--- src/rtl/aer_rx_if.sv ---
// Bundle of AER input link and core-side event stream signals for aer_rx.
// slave is the receiver's view; master is the view of the link driver and core.
interface aer_rx_if #(
    parameter int unsigned ADDR_W = 10
);
    logic [ADDR_W-1:0] aerin_addr;
    logic              aerin_req;
    logic              aerin_ack;
    logic [ADDR_W-1:0] event_addr;
    logic              event_valid;
    logic              event_ready;
    logic              fifo_full;
    logic [ADDR_W-1:0] event_count;
    logic              clear_count;

    modport master (
        output aerin_addr,
        output aerin_req,
        output event_ready,
        output clear_count,
        input  aerin_ack,
        input  event_addr,
        input  event_valid,
        input  fifo_full,
        input  event_count
    );

    modport slave (
        input  aerin_addr,
        input  aerin_req,
        input  event_ready,
        input  clear_count,
        output aerin_ack,
        output event_addr,
        output event_valid,
        output fifo_full,
        output event_count
    );
endinterface

--- src/rtl/aer_rx.sv ---
// AER link receiver: completes the 4-phase REQ/ACK handshake, buffers addresses in a
// show-ahead FIFO for the core and keeps a saturating per-image event count.
module aer_rx #(
    parameter int unsigned IMAGE_SIZE      = 256,
    parameter int unsigned IMAGE_SIZE_BITS = $clog2(IMAGE_SIZE),
    parameter int unsigned FIFO_DEPTH      = 8,
    parameter int unsigned FIFO_BITS       = $clog2(FIFO_DEPTH)
) (
    input logic   clk,
    input logic   rst_n,
    aer_rx_if.slave bus
);
    localparam int unsigned AW = IMAGE_SIZE_BITS + 2;
    localparam int unsigned PW = FIFO_BITS + 1;
    localparam logic [PW-1:0] PtrOne   = PW'(1);
    localparam logic [AW-1:0] CountOne = AW'(1);
    localparam logic [AW-1:0] CountMax = {AW{1'b1}};

    typedef enum logic [0:0] {StIdle, StWaitLow} state_e;

    state_e        state_q, state_d;
    logic          ack_q, ack_d;
    logic          req_meta_q, req_s_q;
    logic          push, pop, empty, full;
    logic [PW-1:0] wr_ptr_q, rd_ptr_q;
    logic [AW-1:0] mem_q [FIFO_DEPTH];
    logic [AW-1:0] count_q, count_d;

    // REQ is asynchronous to clk; ADDR is bundled data and is already stable.
    always_ff @(posedge clk or negedge rst_n) begin
        if (!rst_n) begin
            req_meta_q <= 1'b0;
            req_s_q    <= 1'b0;
        end else begin
            req_meta_q <= bus.aerin_req;
            req_s_q    <= req_meta_q;
        end
    end

    always_ff @(posedge clk or negedge rst_n) begin
        if (!rst_n) begin
            state_q <= StIdle;
            ack_q   <= 1'b0;
        end else begin
            state_q <= state_d;
            ack_q   <= ack_d;
        end
    end

    // A full FIFO holds off the ACK, stalling the transmitter instead of dropping.
    always_comb begin
        state_d = state_q;
        ack_d   = ack_q;
        push    = 1'b0;
        unique case (state_q)
            StIdle: begin
                if (req_s_q && !full) begin
                    push    = 1'b1;
                    ack_d   = 1'b1;
                    state_d = StWaitLow;
                end
            end
            StWaitLow: begin
                if (!req_s_q) begin
                    ack_d   = 1'b0;
                    state_d = StIdle;
                end
            end
            default: begin
                ack_d   = 1'b0;
                state_d = StIdle;
            end
        endcase
    end

    // Wrap bit distinguishes full from empty when the index bits match.
    assign empty = (wr_ptr_q == rd_ptr_q);
    assign full  = (wr_ptr_q[FIFO_BITS] != rd_ptr_q[FIFO_BITS]) &&
                   (wr_ptr_q[FIFO_BITS-1:0] == rd_ptr_q[FIFO_BITS-1:0]);
    assign pop   = !empty && bus.event_ready;

    always_ff @(posedge clk or negedge rst_n) begin
        if (!rst_n) begin
            wr_ptr_q <= '0;
            rd_ptr_q <= '0;
        end else begin
            if (push) begin
                wr_ptr_q <= wr_ptr_q + PtrOne;
            end
            if (pop) begin
                rd_ptr_q <= rd_ptr_q + PtrOne;
            end
        end
    end

    always_ff @(posedge clk or negedge rst_n) begin
        if (!rst_n) begin
            for (int unsigned i = 0; i < FIFO_DEPTH; i++) begin
                mem_q[i] <= '0;
            end
        end else if (push) begin
            mem_q[wr_ptr_q[FIFO_BITS-1:0]] <= bus.aerin_addr;
        end
    end

    // Clear wins over the increment but still counts a push of the same cycle.
    always_comb begin
        count_d = count_q;
        if (bus.clear_count) begin
            count_d = push ? CountOne : '0;
        end else if (push && (count_q != CountMax)) begin
            count_d = count_q + CountOne;
        end
    end

    always_ff @(posedge clk or negedge rst_n) begin
        if (!rst_n) begin
            count_q <= '0;
        end else begin
            count_q <= count_d;
        end
    end

    assign bus.aerin_ack   = ack_q;
    assign bus.event_addr  = mem_q[rd_ptr_q[FIFO_BITS-1:0]];
    assign bus.event_valid = !empty;
    assign bus.fifo_full   = full;
    assign bus.event_count = count_q;
endmodule

--- src/flat_wrapper.sv ---
// flat-port wrapper written by rule: the top's interface ports become plain ports
module aer_rx_flat 
#(
    parameter int unsigned IMAGE_SIZE      = 256,
    parameter int unsigned IMAGE_SIZE_BITS = $clog2(IMAGE_SIZE),
    parameter int unsigned FIFO_DEPTH      = 8,
    parameter int unsigned FIFO_BITS       = $clog2(FIFO_DEPTH)
)
  (clk, rst_n, bus_aerin_addr, bus_aerin_req, bus_event_ready, bus_clear_count, bus_aerin_ack, bus_event_addr, bus_event_valid, bus_fifo_full, bus_event_count);
  aer_rx_if #(.ADDR_W((10))) bus_i ();
  input logic clk;
  input logic rst_n;
  input wire logic [$bits(bus_i.aerin_addr)-1:0] bus_aerin_addr;
  input wire logic [$bits(bus_i.aerin_req)-1:0] bus_aerin_req;
  input wire logic [$bits(bus_i.event_ready)-1:0] bus_event_ready;
  input wire logic [$bits(bus_i.clear_count)-1:0] bus_clear_count;
  output wire logic [$bits(bus_i.aerin_ack)-1:0] bus_aerin_ack;
  output wire logic [$bits(bus_i.event_addr)-1:0] bus_event_addr;
  output wire logic [$bits(bus_i.event_valid)-1:0] bus_event_valid;
  output wire logic [$bits(bus_i.fifo_full)-1:0] bus_fifo_full;
  output wire logic [$bits(bus_i.event_count)-1:0] bus_event_count;
  assign bus_i.aerin_addr = bus_aerin_addr;
  assign bus_i.aerin_req = bus_aerin_req;
  assign bus_i.event_ready = bus_event_ready;
  assign bus_i.clear_count = bus_clear_count;
  assign bus_aerin_ack = bus_i.aerin_ack;
  assign bus_event_addr = bus_i.event_addr;
  assign bus_event_valid = bus_i.event_valid;
  assign bus_fifo_full = bus_i.fifo_full;
  assign bus_event_count = bus_i.event_count;
  aer_rx #(.IMAGE_SIZE(IMAGE_SIZE), .IMAGE_SIZE_BITS(IMAGE_SIZE_BITS), .FIFO_DEPTH(FIFO_DEPTH), .FIFO_BITS(FIFO_BITS)) u_core (.clk(clk), .rst_n(rst_n), .bus(bus_i));
endmodule
--- config.mk ---
export PLATFORM = sky130hd
export DESIGN_NAME = aer_rx_flat
export DESIGN_NICKNAME = d
export VERILOG_FILES = /design/src/rtl/aer_rx_if.sv /design/src/rtl/aer_rx.sv /design/src/flat_wrapper.sv
export SDC_FILE = /design/constraint.sdc
export NUM_CORES = 1
export LEC_CHECK = 0
export BUFFER_PORTS_ARGS = -buffer_cell sky130_fd_sc_hd__buf_2
export CAP_MARGIN = 10
export CORE_AREA = 5 5 146 148
export DETAILED_ROUTE_END_ITERATION = 7
export DIE_AREA = 0 0 151 153
export HOLD_SLACK_MARGIN = 0.12
export PLACE_DENSITY = 0.45
export SETUP_SLACK_MARGIN = 0.4
export SLEW_MARGIN = 30
export SYNTH_ARGS = -nofsm -noshare
export SYNTH_HDL_FRONTEND = slang
export SYNTH_SLANG_ARGS = --single-unit
--- constraint.sdc ---
create_clock -name clk -period 6.5 [get_ports clk]
set_input_delay 1.95 -clock clk [delete_from_list [all_inputs] [get_ports clk]]
set_output_delay 1.95 -clock clk [all_outputs]
set_load 0.02 [all_outputs]
# == Word-level counts from Yosys, hierarchy flattened ==
# Cells that the tools add are included.
# W data, S select, Z words.
# word_totals
register_bits,102
latch_bits,0
ramBits,0
romBits,0
in_bits,15
output_inout_bits,23
elab_cells,55
memories,0
# classes
n_addsub,3
multipliers,0
div,0
order_cmp,3
eq_ne,6
shift,0
n_mux,16
bitwise_logic,3
n_reduce_logical,9
# ops
op,n
$bwmux W80,1
$mux W10,5
$bmux W10 S3,1
$demux W10 S3,1
$add A10 B1 Y10 const B,1
$ne A10 B10 Y1 const B,1
$add A4 B1 Y4 const B,2
$ge A4 B4 Y1 const B,2
$not A3 Y4,2
$mux W1,6
$logic_and A1 B1 Y1,5
$eq A4 B4 Y1,1
$lt A4 B1 Y1 const B,1
$pmux W1 S2,2
$eq A3 B3 Y1,1
$logic_not A1 Y1,2
$ne A2 B1 Y1 const B,1
$ne A2 B2 Y1 const B,1
$reduce_and A2 Y1,1
$reduce_bool A2 Y1,1
$ne A1 B1 Y1,1
$not A1 Y1,1

# == Logic depth before layout (Yosys ltp) ==
# logic_depth
ltp_word,9
mapped_depth,8
ltp_nobuf,5

# == Worst setup path after synthesis ==
# Ideal clock, no wire load.
# synth_path
kind,reg2out
startpoint,register u_core.rd_ptr_q[0]
endpoint,output port bus_event_addr[0]
arrival_time_ps,1623
required_ps,4550
setup_slack_ps,2927
path_stages_with_launch,5
n_path_buf,2
path_cell_list,dfrtp_1 buf_2 buf_2 mux4_2 mux2_2
# synth_via
elab_chain_cells,4
# synth_lines
element,line_no,source
"start, declared",aer_rx.sv:25,"logic [PW-1:0] wr_ptr_q, rd_ptr_q;"
"start signal, assigned",aer_rx.sv:91,rd_ptr_q <= rd_ptr_q + PtrOne;
$not A3 Y4 (not written as such),aer_rx.sv:125,assign bus.event_addr = mem_q[rd_ptr_q[FIFO_BITS-1:0]];
$bmux W10 S3,aer_rx.sv:125,
$mux W10 (not written as such) (2 in series),aer_rx.sv:125,
"end, declared",flat_wrapper.sv:18,output wire logic [$bits(bus_i.event_addr)-1:0] bus_event_addr;
# No other way between the ends. The select of a mux whose other input is x is not followed.

# == Worst setup path in the final report ==
# layout_path
startpoint,register u_core.rd_ptr_q[2]
endpoint,output port bus_event_valid
# layout_via
elab_chain_cells,2
# layout_lines
element,line_no,source
$eq A4 B4 Y1,aer_rx.sv:77,assign empty = (wr_ptr_q == rd_ptr_q);
$logic_not A1 Y1,aer_rx.sv:126,assign bus.event_valid = !empty;
"end, declared",flat_wrapper.sv:19,output wire logic [$bits(bus_i.event_valid)-1:0] bus_event_valid;
# No other way between the ends.

==> impl_metrics.env <==
export IMPL_grt_overflow=0
export IMPL_power_density_nw_per_um2=499
export IMPL_dpl_wire_length_mm=6.59
export IMPL_grt_max_degree=56
export IMPL_synthCells=317
export IMPL_critPathMaxFanout=13
export IMPL_grt_use_total_pct=9.60
export IMPL_total_via_count_in_the_routed_design=2744
export IMPL_max_slew_margin_pct=41.8
export IMPL_syn_nets=335
export IMPL_power_leakage_nw=2.40
export IMPL_io_pin_count=38
export IMPL_post_synth_cell_area_avg_um2=15.3
export IMPL_reg2reg_slack_ns=3.44
export IMPL_core_rowCount=52
export IMPL_critical_path_source_type="flop"
export IMPL_antenna_diode_instance_count=0
export IMPL_count_of_max_cap_constraint_violations=0
export IMPL_detail_route_vias_per_cell=4.37
export IMPL_sequential_to_total_area_share_from_yosys_stat_pct=52.8
export IMPL_die_area_um2=23100
export IMPL_die_width_um=151
export IMPL_timing_critical_path_slowest_cell_delay_ns=0.86
export IMPL_clock_root_buffer="sky130_fd_sc_hd__clkbuf_16"
export IMPL_grt_setup_unrepaired="false"
export IMPL_die_height_um=153
export IMPL_final_min_period_over_clock_period_pct=64.1
export IMPL_hp_class="flop to flop"
export IMPL_async_flop_share_pct=100
export IMPL_worst_path_stages=3
export IMPL_nets=371
export IMPL_transition_time_at_the_pin_with_the_least_slew_margin_ns=0.862
export IMPL_synth_ff_latch_count=102
export IMPL_worstSetupEndpointType="primary output"
export IMPL_critical_path_origin="u_core.rd_ptr_q[2]"
export IMPL_finalSetupViolCount=0
export IMPL_cts_hold_repair_buffers=0
export IMPL_criticalPathCategory="flop to primary output"
export IMPL_cts_repair_timing_setup_buffer_count=0
export IMPL_outcome="finished, final reports clean"
export IMPL_post_drt_wl_per_cell_um=16.7
export IMPL_critical_path_cell_chain="xor2_2 -> or4_1 -> buf_2"
export IMPL_fin_setup_tns_ns=0
export IMPL_worstRegToRegCells=5
export IMPL_r2r_end="u_core.mem_q[69]"
export IMPL_crit_path_end="bus_event_valid"
export IMPL_max_clock_freq_mhz=240
export IMPL_tritoncts_clock_tree="built"
export IMPL_clkTransAtPathRegs_ns=0.07
export IMPL_first_global_vias=2920
export IMPL_worst_clock_skew_ns=0.00984
export IMPL_global_route_wire_length_before_repair_mm=16.9
export IMPL_clkLatencyLatePin_ns=0.35
export IMPL_area_delta_synth_final_pct=16.2
export IMPL_cts_repair_resize_count=0
export IMPL_cts_path_max_buffers=2
export IMPL_grt_antenna_before_repair=0
export IMPL_vdd_drop_max_uv=140
export IMPL_timing_critical_path_arrival_ns=2.22
export IMPL_slew_violations=0
export IMPL_rr_startpoint="u_core.rd_ptr_q[2]"
export IMPL_initial_utilization_pct=24.3
export IMPL_layout_drive_gt1_share_pct=49.2
export IMPL_cp_buffers_inverters=1
export IMPL_antenna_violation_net_count_after_detailed_routing=0
export IMPL_most_used_dff_post_synth="sky130_fd_sc_hd__dfrtp_1"
export IMPL_io_buffer_count=37
export IMPL_cts_htree_levels=3
export IMPL_synth_lib_cells_used_distinct=44
export IMPL_final_min_period_ns=4.17
export IMPL_cp_required_ns=4.55
export IMPL_total_standard_cell_area_after_synthesis_um2=4840
export IMPL_post_synth_top_area_fraction_pct=52.8
export IMPL_route_final_wire_length_mm=10.5
export IMPL_detailedRoute_firstIterationViolations=147
export IMPL_total_number_of_clock_tree_sinks=102
export IMPL_number_of_synthesized_flops_with_an_enable_pin=0
export IMPL_cell_types_occupying_the_most_area_after_synthesis="sky130_fd_sc_hd__dfrtp_1 53%, sky130_fd_sc_hd__mux2_2 17%, sky130_fd_sc_hd__mux4_2 9.3%"
export IMPL_place_gp_congestion=0.684
export IMPL_crit_slowest_cell="sky130_fd_sc_hd__dfrtp_1"
export IMPL_cts_buffers_inserted=9
export IMPL_final_fill_count=2056
export IMPL_placeableCoreArea_um2=19900
export IMPL_hold_violations=0
export IMPL_cpLargestDelayFamily="flip-flops"
export IMPL_netlist_top_cell_by_area="sky130_fd_sc_hd__dfrtp_1"
export IMPL_synth_warning_count=0
export IMPL_residual_drc_count=0
export IMPL_power_total_mw=2.80
export IMPL_dr_pass1_iters=6
synth_stat cells, types with 3 or more instances:
| master | n |
|---|---|
| sky130_fd_sc_hd__xnor2_1 | 3 |
| sky130_fd_sc_hd__or4_1 | 6 |
| sky130_fd_sc_hd__nand3_1 | 6 |
| sky130_fd_sc_hd__nand2_1 | 6 |
| sky130_fd_sc_hd__buf_2 | 8 |
| sky130_fd_sc_hd__or4b_1 | 3 |
| sky130_fd_sc_hd__ha_1 | 3 |
| sky130_fd_sc_hd__o31ai_1 | 5 |
| sky130_fd_sc_hd__clkbuf_1 | 3 |
| sky130_fd_sc_hd__xor2_1 | 6 |
| sky130_fd_sc_hd__dfrtp_1 | 102 |
| sky130_fd_sc_hd__mux2_2 | 72 |
| sky130_fd_sc_hd__mux4_2 | 20 |
| sky130_fd_sc_hd__buf_4 | 5 |
| sky130_fd_sc_hd__mux2_4 | 20 |
| sky130_fd_sc_hd__a21oi_1 | 5 |
| sky130_fd_sc_hd__inv_1 | 6 |
| sky130_fd_sc_hd__nor2_1 | 5 |
cell families (layout without fill, tap and decap cells):
| kind of cell | after synthesis | count (layout) | synth area share, % |
|---|---|---|---|
| AOI/OAI and AO/OA | 22 | 22 | 3.49 |
| and+or+nand+nor | 42 | 42 | 5.43 |
| DFF | 102 | 102 | 52.8 |
| buffers and inverters | 24 | 65 | 2.77 |
| muxes | 113 | 113 | 32.5 |
| adders and majority gates | 3 | 3 | 0.776 |
| xor gates and xnor gates | 11 | 11 | 2.30 |
worst reg2reg max path, stage by stage (launching register included):
cell	delay [ns]
sky130_fd_sc_hd__dfrtp_1	0.86
sky130_fd_sc_hd__xor2_2	0.24
sky130_fd_sc_hd__o41ai_4	0.40
sky130_fd_sc_hd__buf_4	0.36
sky130_fd_sc_hd__or4b_1	0.74
sky130_fd_sc_hd__mux2_4	0.36
per-stage QoR:
stage / worst slack [ns] / instance area, um^2 / utilization, % / std cells / hold slack [ns]
2_1_floorplan: 2.93 / 4840 / - / 317 / 0.331
3_3_place_gp: 2.71 / 5320 / 26.7 / 612 / 0.339
3_5_place_dp: 2.68 / 5320 / 26.7 / 612 / 0.337
4_1_cts: 2.29 / 5620 / 28.2 / 628 / 0.352
5_1_grt: 2.20 / 5620 / 28.2 / 628 / 0.355
6_report: 2.33 / 5620 / 28.2 / 628 / 0.349
state kept, by name, summed over array words and instances (netlist names):
name	flops
u_core.rd_ptr_q	4
u_core.req_meta_q	1
u_core.state_q	1
u_core.mem_q	80
u_core.bus.event_count	10
u_core.wr_ptr_q	4
u_core.bus.aerin_ack	1
u_core.req_s_q	1
power by group:
| part | internal (mW) | switching [mW] |
|---|---|---|
| clock | 0.314 | 0.248 |
| combinational | 0.639 | 0.501 |
| sequential | 0.911 | 0.192 |
| total | 1.86 | 0.941 |
cells in the final DEF (no fill, tap or decap), types with 6 or more instances in the layout:
| cell | count |
|---|---|
| sky130_fd_sc_hd__dfrtp_1 | 102 |
| sky130_fd_sc_hd__mux2_2 | 72 |
| sky130_fd_sc_hd__buf_2 | 36 |
| sky130_fd_sc_hd__mux4_2 | 20 |
| sky130_fd_sc_hd__mux2_4 | 20 |
| sky130_fd_sc_hd__clkbuf_16 | 9 |
| sky130_fd_sc_hd__buf_4 | 7 |
| sky130_fd_sc_hd__xor2_1 | 6 |
| sky130_fd_sc_hd__or4_1 | 6 |
| sky130_fd_sc_hd__inv_1 | 6 |
| sky130_fd_sc_hd__nand2_1 | 6 |
| sky130_fd_sc_hd__nand3_1 | 6 |
cell type report:
| cell class | count | area, um^2 | area share, % |
|---|---|---|---|
| sequential | 102 | 2550 | 45.4 |
| multi-input combinational | 191 | 2170 | 38.6 |
| tap | 270 | 338 | 6.01 |
| clock buffer | 11 | 243 | 4.32 |
| timing repair buffer | 43 | 233 | 4.14 |
| clock inverter | 5 | 66.3 | 1.18 |
| inverter | 6 | 22.5 | 0.400 |
metal layers:
metal	wire [um]	up-vias	GRT usage, %
met3	196	14	1.57
met1	5070	1435	13.1
met5	0	-	0
met2	4950	33	14.8
li1	-	1262	-
met4	242	0	4.75
worst min path at each step:
| stage | start | endpoint | slack, ns | cells after the start |
|---|---|---|---|---|
| 2_1_floorplan | u_core.req_meta_q | u_core.req_s_q | 0.33 | 0 |
| 3_3_place_gp | u_core.req_meta_q | u_core.req_s_q | 0.34 | 0 |
| 3_5_place_dp | u_core.req_meta_q | u_core.req_s_q | 0.34 | 0 |
| 4_1_cts | u_core.req_meta_q | u_core.req_s_q | 0.35 | 0 |
| 5_1_grt | u_core.req_meta_q | u_core.req_s_q | 0.35 | 0 |
| 6_report | u_core.req_meta_q | u_core.req_s_q | 0.35 | 0 |
Power figures use the tool's default switching activity.
